[config.mk]
export PLATFORM = sky130hd
export DESIGN_NAME = rom_stream_loader
export DESIGN_NICKNAME = d
export VERILOG_FILES = /design/src/rtl/loader_pkg.sv /design/src/rtl/font_rom.sv /design/src/rtl/rom_stream_loader.sv
export SDC_FILE = /design/constraint.sdc
export NUM_CORES = 1
export LEC_CHECK = 0
export CORE_UTILIZATION = 48
export DETAILED_ROUTE_END_ITERATION = 10
export GPL_TIMING_DRIVEN = 0
export PLACE_DENSITY_LB_ADDON = 0.12
export SLEW_MARGIN = 20
export SYNTH_ARGS = -nofsm -noshare
export SYNTH_HDL_FRONTEND = slang
export SYNTH_SLANG_ARGS = --single-unit
[constraint.sdc]
create_clock -name clk_in -period 2.3 [get_ports clk_in]
set_clock_uncertainty 0.15 [all_clocks]
set_input_delay 0.46 -clock clk_in [delete_from_list [all_inputs] [get_ports clk_in]]
set_output_delay 0.46 -clock clk_in [all_outputs]
set_load 0.01 [all_outputs]
[src/rtl/loader_pkg.sv]
// ---------------------------------------------------------------------------
// loader_pkg
// Shared types and constants for the ROM stream loader.
//   loader_state_t : loader FSM states
//   FONT_TABLE     : the 16 standard CHIP-8 hex glyphs (0-F), 5 bytes each
//   DEFAULT_*      : default base addresses for program and font data
// ---------------------------------------------------------------------------
package loader_pkg;

    typedef enum logic [2:0] {
        IDLE  = 3'd0,
        FONT  = 3'd1,
        LOAD  = 3'd2,
        DONE  = 3'd3,
        ERROR = 3'd4
    } loader_state_t;

    localparam int DEFAULT_LOAD_BASE = 'h200;
    localparam int DEFAULT_FONT_BASE = 'h050;

    // Font index width; FONT_TABLE_LEN entries fit in 7 bits.
    localparam int FONT_IDX_W     = 7;
    localparam int FONT_TABLE_LEN = 80;

    // Element 0 is the first row of glyph 0; glyph n starts at element 5*n.
    localparam logic [0:FONT_TABLE_LEN-1][7:0] FONT_TABLE = {
        8'hF0, 8'h90, 8'h90, 8'h90, 8'hF0,  // 0
        8'h20, 8'h60, 8'h20, 8'h20, 8'h70,  // 1
        8'hF0, 8'h10, 8'hF0, 8'h80, 8'hF0,  // 2
        8'hF0, 8'h10, 8'hF0, 8'h10, 8'hF0,  // 3
        8'h90, 8'h90, 8'hF0, 8'h10, 8'h10,  // 4
        8'hF0, 8'h80, 8'hF0, 8'h10, 8'hF0,  // 5
        8'hF0, 8'h80, 8'hF0, 8'h90, 8'hF0,  // 6
        8'hF0, 8'h10, 8'h20, 8'h40, 8'h40,  // 7
        8'hF0, 8'h90, 8'hF0, 8'h90, 8'hF0,  // 8
        8'hF0, 8'h90, 8'hF0, 8'h10, 8'hF0,  // 9
        8'hF0, 8'h90, 8'hF0, 8'h90, 8'h90,  // A
        8'hE0, 8'h90, 8'hE0, 8'h90, 8'hE0,  // B
        8'hF0, 8'h80, 8'h80, 8'h80, 8'hF0,  // C
        8'hE0, 8'h90, 8'h90, 8'h90, 8'hE0,  // D
        8'hF0, 8'h80, 8'hF0, 8'h80, 8'hF0,  // E
        8'hF0, 8'h80, 8'hF0, 8'h80, 8'h80   // F
    };

endpackage

[src/rtl/font_rom.sv]
// ---------------------------------------------------------------------------
// font_rom
// Combinational lookup of one CHIP-8 font byte by index.
//   i_idx  : byte index into the font table
//   o_data : font byte at i_idx (0 for indices past the end of the table)
// ---------------------------------------------------------------------------
module font_rom
    import loader_pkg::*;
(
    input  logic [FONT_IDX_W-1:0] i_idx,
    output logic [7:0]            o_data
);

    // Indices beyond the table return 0 so the lookup never reads outside
    // the constant array.
    always_comb begin
        o_data = 8'h00;
        if (i_idx < FONT_IDX_W'(FONT_TABLE_LEN)) begin
            o_data = FONT_TABLE[i_idx];
        end
    end

endmodule

[src/rtl/rom_stream_loader.sv]
// ---------------------------------------------------------------------------
// rom_stream_loader
// Copies a program byte stream into CHIP-8 main memory through a synchronous
// write port, optionally preloading the font table first. The CPU is held in
// reset until the image is resident; done/error flags are sticky until the
// next start.
//
// Ports:
//   clk_in, rst_n_in      : clock, asynchronous active-low reset
//   start_in              : one-cycle pulse that begins a load (IDLE/DONE/ERROR)
//   rom_len_in            : expected program length in bytes, sampled on start
//   s_data_in/s_valid_in/s_last_in/s_ready_out : byte stream handshake
//   mem_we_out/mem_addr_out/mem_wdata_out      : registered memory write port
//   cpu_hold_out          : high except when the load has completed cleanly
//   busy_out              : high in FONT and LOAD
//   done_out, error_out   : sticky completion / overflow flags
//   count_out             : program bytes written so far
// ---------------------------------------------------------------------------
module rom_stream_loader
    import loader_pkg::*;
#(
    parameter int ADDR_W    = 12,
    parameter int DATA_W    = 8,
    parameter int MEM_DEPTH = 4096,
    parameter int LOAD_BASE = DEFAULT_LOAD_BASE,
    parameter int FONT_EN   = 1,
    parameter int FONT_BASE = DEFAULT_FONT_BASE,
    parameter int FONT_LEN  = FONT_TABLE_LEN
)
(
    input  logic              clk_in,
    input  logic              rst_n_in,
    input  logic              start_in,
    input  logic [ADDR_W:0]   rom_len_in,
    input  logic [DATA_W-1:0] s_data_in,
    input  logic              s_valid_in,
    input  logic              s_last_in,
    output logic              s_ready_out,
    output logic              mem_we_out,
    output logic [ADDR_W-1:0] mem_addr_out,
    output logic [DATA_W-1:0] mem_wdata_out,
    output logic              cpu_hold_out,
    output logic              busy_out,
    output logic              done_out,
    output logic              error_out,
    output logic [ADDR_W:0]   count_out
);

    // Program addresses and counts carry one extra bit so the end-of-memory
    // compare sees the true sum instead of a wrapped address.
    localparam int CW = ADDR_W + 1;

    localparam logic [CW-1:0]         C_LOAD_BASE = CW'(LOAD_BASE);
    localparam logic [CW-1:0]         C_MEM_DEPTH = CW'(MEM_DEPTH);
    localparam logic [ADDR_W-1:0]     C_FONT_BASE = ADDR_W'(FONT_BASE);
    localparam logic [FONT_IDX_W-1:0] C_FONT_LAST = FONT_IDX_W'(FONT_LEN - 1);

    loader_state_t r_state;
    loader_state_t w_stateNext;

    logic [CW-1:0]         r_len;
    logic [CW-1:0]         r_count;
    logic [FONT_IDX_W-1:0] r_idx;
    logic                  r_we;
    logic [ADDR_W-1:0]     r_addr;
    logic [DATA_W-1:0]     r_wdata;
    logic                  r_done;
    logic                  r_error;

    logic                  w_start;
    logic                  w_ready;
    logic                  w_handshake;
    logic [CW-1:0]         w_progAddr;
    logic                  w_overflow;
    logic [CW-1:0]         w_countInc;
    logic                  w_lenHit;
    logic [7:0]            w_fontByte;

    font_rom u_font_rom (
        .i_idx  (r_idx),
        .o_data (w_fontByte)
    );

    // A start pulse is only honoured while the loader is not busy.
    assign w_start = start_in &&
                     ((r_state == IDLE) || (r_state == DONE) || (r_state == ERROR));

    // A zero-length load never accepts a byte; it just passes through LOAD.
    assign w_ready     = (r_state == LOAD) && (r_len != '0);
    assign w_handshake = s_valid_in && w_ready;

    assign w_progAddr  = C_LOAD_BASE + r_count;
    assign w_overflow  = (w_progAddr >= C_MEM_DEPTH);
    assign w_countInc  = r_count + 1'b1;
    assign w_lenHit    = (w_countInc == r_len);

    // State register.
    always_ff @(posedge clk_in or negedge rst_n_in) begin
        if (!rst_n_in) begin
            r_state <= IDLE;
        end else begin
            r_state <= w_stateNext;
        end
    end

    // Next-state logic. Overflow has priority over the end-of-image checks
    // so a dropped byte always lands in ERROR.
    always_comb begin
        w_stateNext = r_state;
        case (r_state)
            IDLE, DONE, ERROR: begin
                if (w_start) begin
                    w_stateNext = (FONT_EN != 0) ? FONT : LOAD;
                end
            end
            FONT: begin
                if (r_idx == C_FONT_LAST) begin
                    w_stateNext = LOAD;
                end
            end
            LOAD: begin
                if (r_len == '0) begin
                    w_stateNext = DONE;
                end else if (w_handshake) begin
                    if (w_overflow) begin
                        w_stateNext = ERROR;
                    end else if (s_last_in || w_lenHit) begin
                        w_stateNext = DONE;
                    end
                end
            end
            default: begin
                w_stateNext = IDLE;
            end
        endcase
    end

    // Datapath: the write port is registered, so every write strobe appears
    // one cycle after the FONT step or stream handshake that produced it.
    // Font writes come from FONT and program writes from LOAD, so the two
    // can never share a cycle.
    always_ff @(posedge clk_in or negedge rst_n_in) begin
        if (!rst_n_in) begin
            r_len   <= '0;
            r_count <= '0;
            r_idx   <= '0;
            r_we    <= 1'b0;
            r_addr  <= '0;
            r_wdata <= '0;
            r_done  <= 1'b0;
            r_error <= 1'b0;
        end else begin
            r_we <= 1'b0;
            if (w_start) begin
                r_len   <= rom_len_in;
                r_count <= '0;
                r_idx   <= '0;
                r_done  <= 1'b0;
                r_error <= 1'b0;
            end else begin
                case (r_state)
                    FONT: begin
                        r_we    <= 1'b1;
                        r_addr  <= C_FONT_BASE + ADDR_W'(r_idx);
                        r_wdata <= DATA_W'(w_fontByte);
                        r_idx   <= r_idx + 1'b1;
                    end
                    LOAD: begin
                        if (w_handshake && !w_overflow) begin
                            r_we    <= 1'b1;
                            r_addr  <= w_progAddr[ADDR_W-1:0];
                            r_wdata <= s_data_in;
                            r_count <= w_countInc;
                        end
                        if (w_stateNext == DONE) begin
                            r_done <= 1'b1;
                        end
                        if (w_stateNext == ERROR) begin
                            r_error <= 1'b1;
                        end
                    end
                    default: begin
                    end
                endcase
            end
        end
    end

    assign s_ready_out   = w_ready;
    assign mem_we_out    = r_we;
    assign mem_addr_out  = r_addr;
    assign mem_wdata_out = r_wdata;
    assign cpu_hold_out  = (r_state != DONE);
    assign busy_out      = (r_state == FONT) || (r_state == LOAD);
    assign done_out      = r_done;
    assign error_out     = r_error;
    assign count_out     = r_count;

endmodule

==> results.md <==
- Highest clock rate: 0.444 GHz
- Critical Path End Type: flip-flop
- Async S/R FF share, synth: 1.00
- Synthesized area: 3560 um2
- Ys flop type: dfrtp_1
- WS Path Type: reg2reg
- EDFF count, synth: 0
- Final hold violation count: 0
- Period utilisation layout: 0.979
- Largest net degree at the start of global routing: 43
- CTS Root Cell: clkbuf_8
- CTS Buf Count: 9
- Input/output buffers: 64
- Setup tns final: 0 ns
- Worst EP arrival: 2.32 ns
- Fin util: 0.665
- Total GRT Usage: 0.261
- Syn Nets: 456
- Post-DP HPWL: 6600 um
- Worst Path Required: 2.37 ns
- Met3 Usage GRT: 0.0424
- Vias per cell: 5.42
- Core ar.: 7210 um2
- Top cells by area, synth: dfrtp_1 (41%), nand2_1 (9.3%), o21ai_0 (4.8%)
- Initial core utilization: 0.494
- Max cap viols: 0
- # IOs: 65
- Die W: 88.2 um
- Fin nets: 548
- Distinct cells, synth: 53
- Synth warnings: 0
- Number of diodes: 0
- Final Setup Violations: 0
- LEAKAGE: 2.04 nW
- Yosys top cell area share: 0.414
- Wire per inst: 15.4 um
- CP Launch Type: flip-flop
- H-tree levels: 3
- VDD IR max: 0.000499 V
- Area Growth Syn to Fin: 34.5%
- Post-placement cell count: 584
- Met2 usage: 0.387
- Fraction of layout instances using a drive strength above 1: 0.172
- Yosys top cell by area: dfrtp_1
- Final ANT Viol Nets: 0
- Sequential fraction of the synthesis area: 0.414
- Met1 global-route usage: 0.372
- Routed wire length: 9460 um
- Height of the die: 88.2 um
- Worst-margin pin slew: 0.499 ns
- Fin cells: 616
- TritonCTS clock tree: yes
- Slew Limit Fails: 0
- GRT Residual Overflow: 0
- Fin crit period: 2.25 ns
- Clock-pin slew on the worst setup and hold paths: 0.08 ns
- Commonest non-fill, non-tap cells in the layout: nand2_1 (86), clkdlybuf4s50_1 (60), dfrtp_1 (47)
- Fillcell total: 613
- Initial DRC Count: 233
- Vias in the first global route: 3175
- Mapped Avg Cell Area: 8.49 um2
- Row cnt: 31
- Status: finished, final reports clean
- Final worst slack: 0.0477 ns
- TritonRoute pass-1 iters: 4
- Crit Path Max Fanout: 7
- Most common cell after layout, fill and taps aside: nand2_1
- DRC: 0
- Die area: 7770 um2
- Gate Count Post-Synth: 420
- Via count: 3336
- Max clock buf depth: 2
- P per Cell Area: 1130 nW/um2
- Place WS: -0.339 ns
- Clk Latency, worst-skew pair: 0.34 ns
- First-pass GRT wire length: 15400 um
- Yosys reg bits: 59
- Min-Delay Path Class: reg2reg
- GP Congestion: 0.866
- Initial antenna violation count: 0
- Most used routing layer: met2
- CTS Sinks: 59
- Rel. slew slack: 0.668
==> where the power goes <==
part	internal (W)	switching, W
registers	0.00135	0.000252
clock network	0.000507	0.000455
logic	0.00131	0.00153
total	0.00317	0.00223
==> path summary, 6_finish.rpt <==
path | startpoint | to | slack (ns) | cells after the start
max | count_out[1] | r_state[0] | 0.05 | 7
min | mem_wdata_out[1] | mem_wdata_out[1] | 0.32 | 2
max reg2reg | count_out[1] | r_state[0] | 0.05 | 7
min reg2reg | mem_wdata_out[1] | mem_wdata_out[1] | 0.32 | 2
max in group asynchronous | rst_n_in | r_state[1] | 1.11 | 3
min in group asynchronous | rst_n_in | mem_addr_out[9] | 0.37 | 2
==> synth_stat cells, types with 4 or more instances <==
library cell,n
nand2b_1,4
o21ai_0,34
nor2b_1,6
dfrtp_1,59
buf_2,7
and3_1,4
inv_1,11
nor3_1,7
nor2_1,34
nand2_1,88
mux2i_1,4
nand3_1,17
xor2_1,12
a21oi_1,24
a31oi_1,7
o31ai_1,8
xnor2_1,17
ha_1,10
clkbuf_1,13
buf_1,4
and4_1,4
==> through the flow <==
| stage | power [W] | instance area (um2) | hold slack, ns |
|---|---|---|---|
| floorplan | 0.00339 | 3560 | 0.0144 |
| detailed placement | 0.00420 | 4350 | 0.202 |
| global route | 0.00580 | 4800 | 0.350 |
| CTS | 0.00531 | 4700 | 0.325 |
| global placement | 0.00415 | 4330 | 0.299 |
| finish | 0.00541 | 4800 | 0.320 |
==> area by class of cell <==
type	instances	area [um2]	area share
multi-input combinational	323	2020	0.421
sequential	59	1490	0.311
timing repair buffer	85	803	0.167
clock buffer	9	124	0.0258
tap	99	124	0.0258
buffer	21	106	0.0222
clock inverter	7	77.6	0.0162
inverter	13	48.8	0.0102
==> flip-flops by register name, summed over array words and instances (netlist names) <==
| register | cells |
|---|---|
| mem_wdata_out | 8 |
| mem_we_out | 1 |
| count_out | 13 |
| done_out | 1 |
| error_out | 1 |
| r_idx | 7 |
| mem_addr_out | 12 |
| r_len | 13 |
| r_state | 3 |
==> layer usage <==
layer | wire (um) | vias up
met5 | 0 | -
met4 | 151 | 0
met3 | 531 | 16
met2 | 4320 | 128
met1 | 4460 | 1550
li1 | - | 1642
==> cells by family (layout without fill, tap and decap cells) <==
logic type / count (synthesis) / after routing / share of synthesized area
AO/OA/AOI/OAI: 95 / 95 / 0.161
buffers and inverters: 38 / 135 / 0.0446
adder cells (fa/ha/maj): 10 / 10 / 0.0351
XOR/XNOR: 30 / 30 / 0.0776
multiplexers: 6 / 6 / 0.0207
AND/OR/NAND/NOR: 182 / 182 / 0.247
flip-flops: 59 / 59 / 0.414
==> repair_timing <==
action | 4_1_cts | 5_1_grt
setup endpoints to repair | 22 | 31
setup buffers | 12 | 7
hold endpoints to repair | 17 | 0
resized for setup | 26 | 23
hold buffers | 1 | 0
pin swaps | 5 | 7
==> worst max-delay path, stage by stage (launching register included) <==
cell and delay [ns]:
dfrtp_2 0.45, ha_4 0.19, nand2_2 0.12, or4_4 0.56, mux2i_1 0.20, nor3_2 0.07
a31oi_2 0.29, o21ai_1 0.10
(Power assumes the default switching activity.)
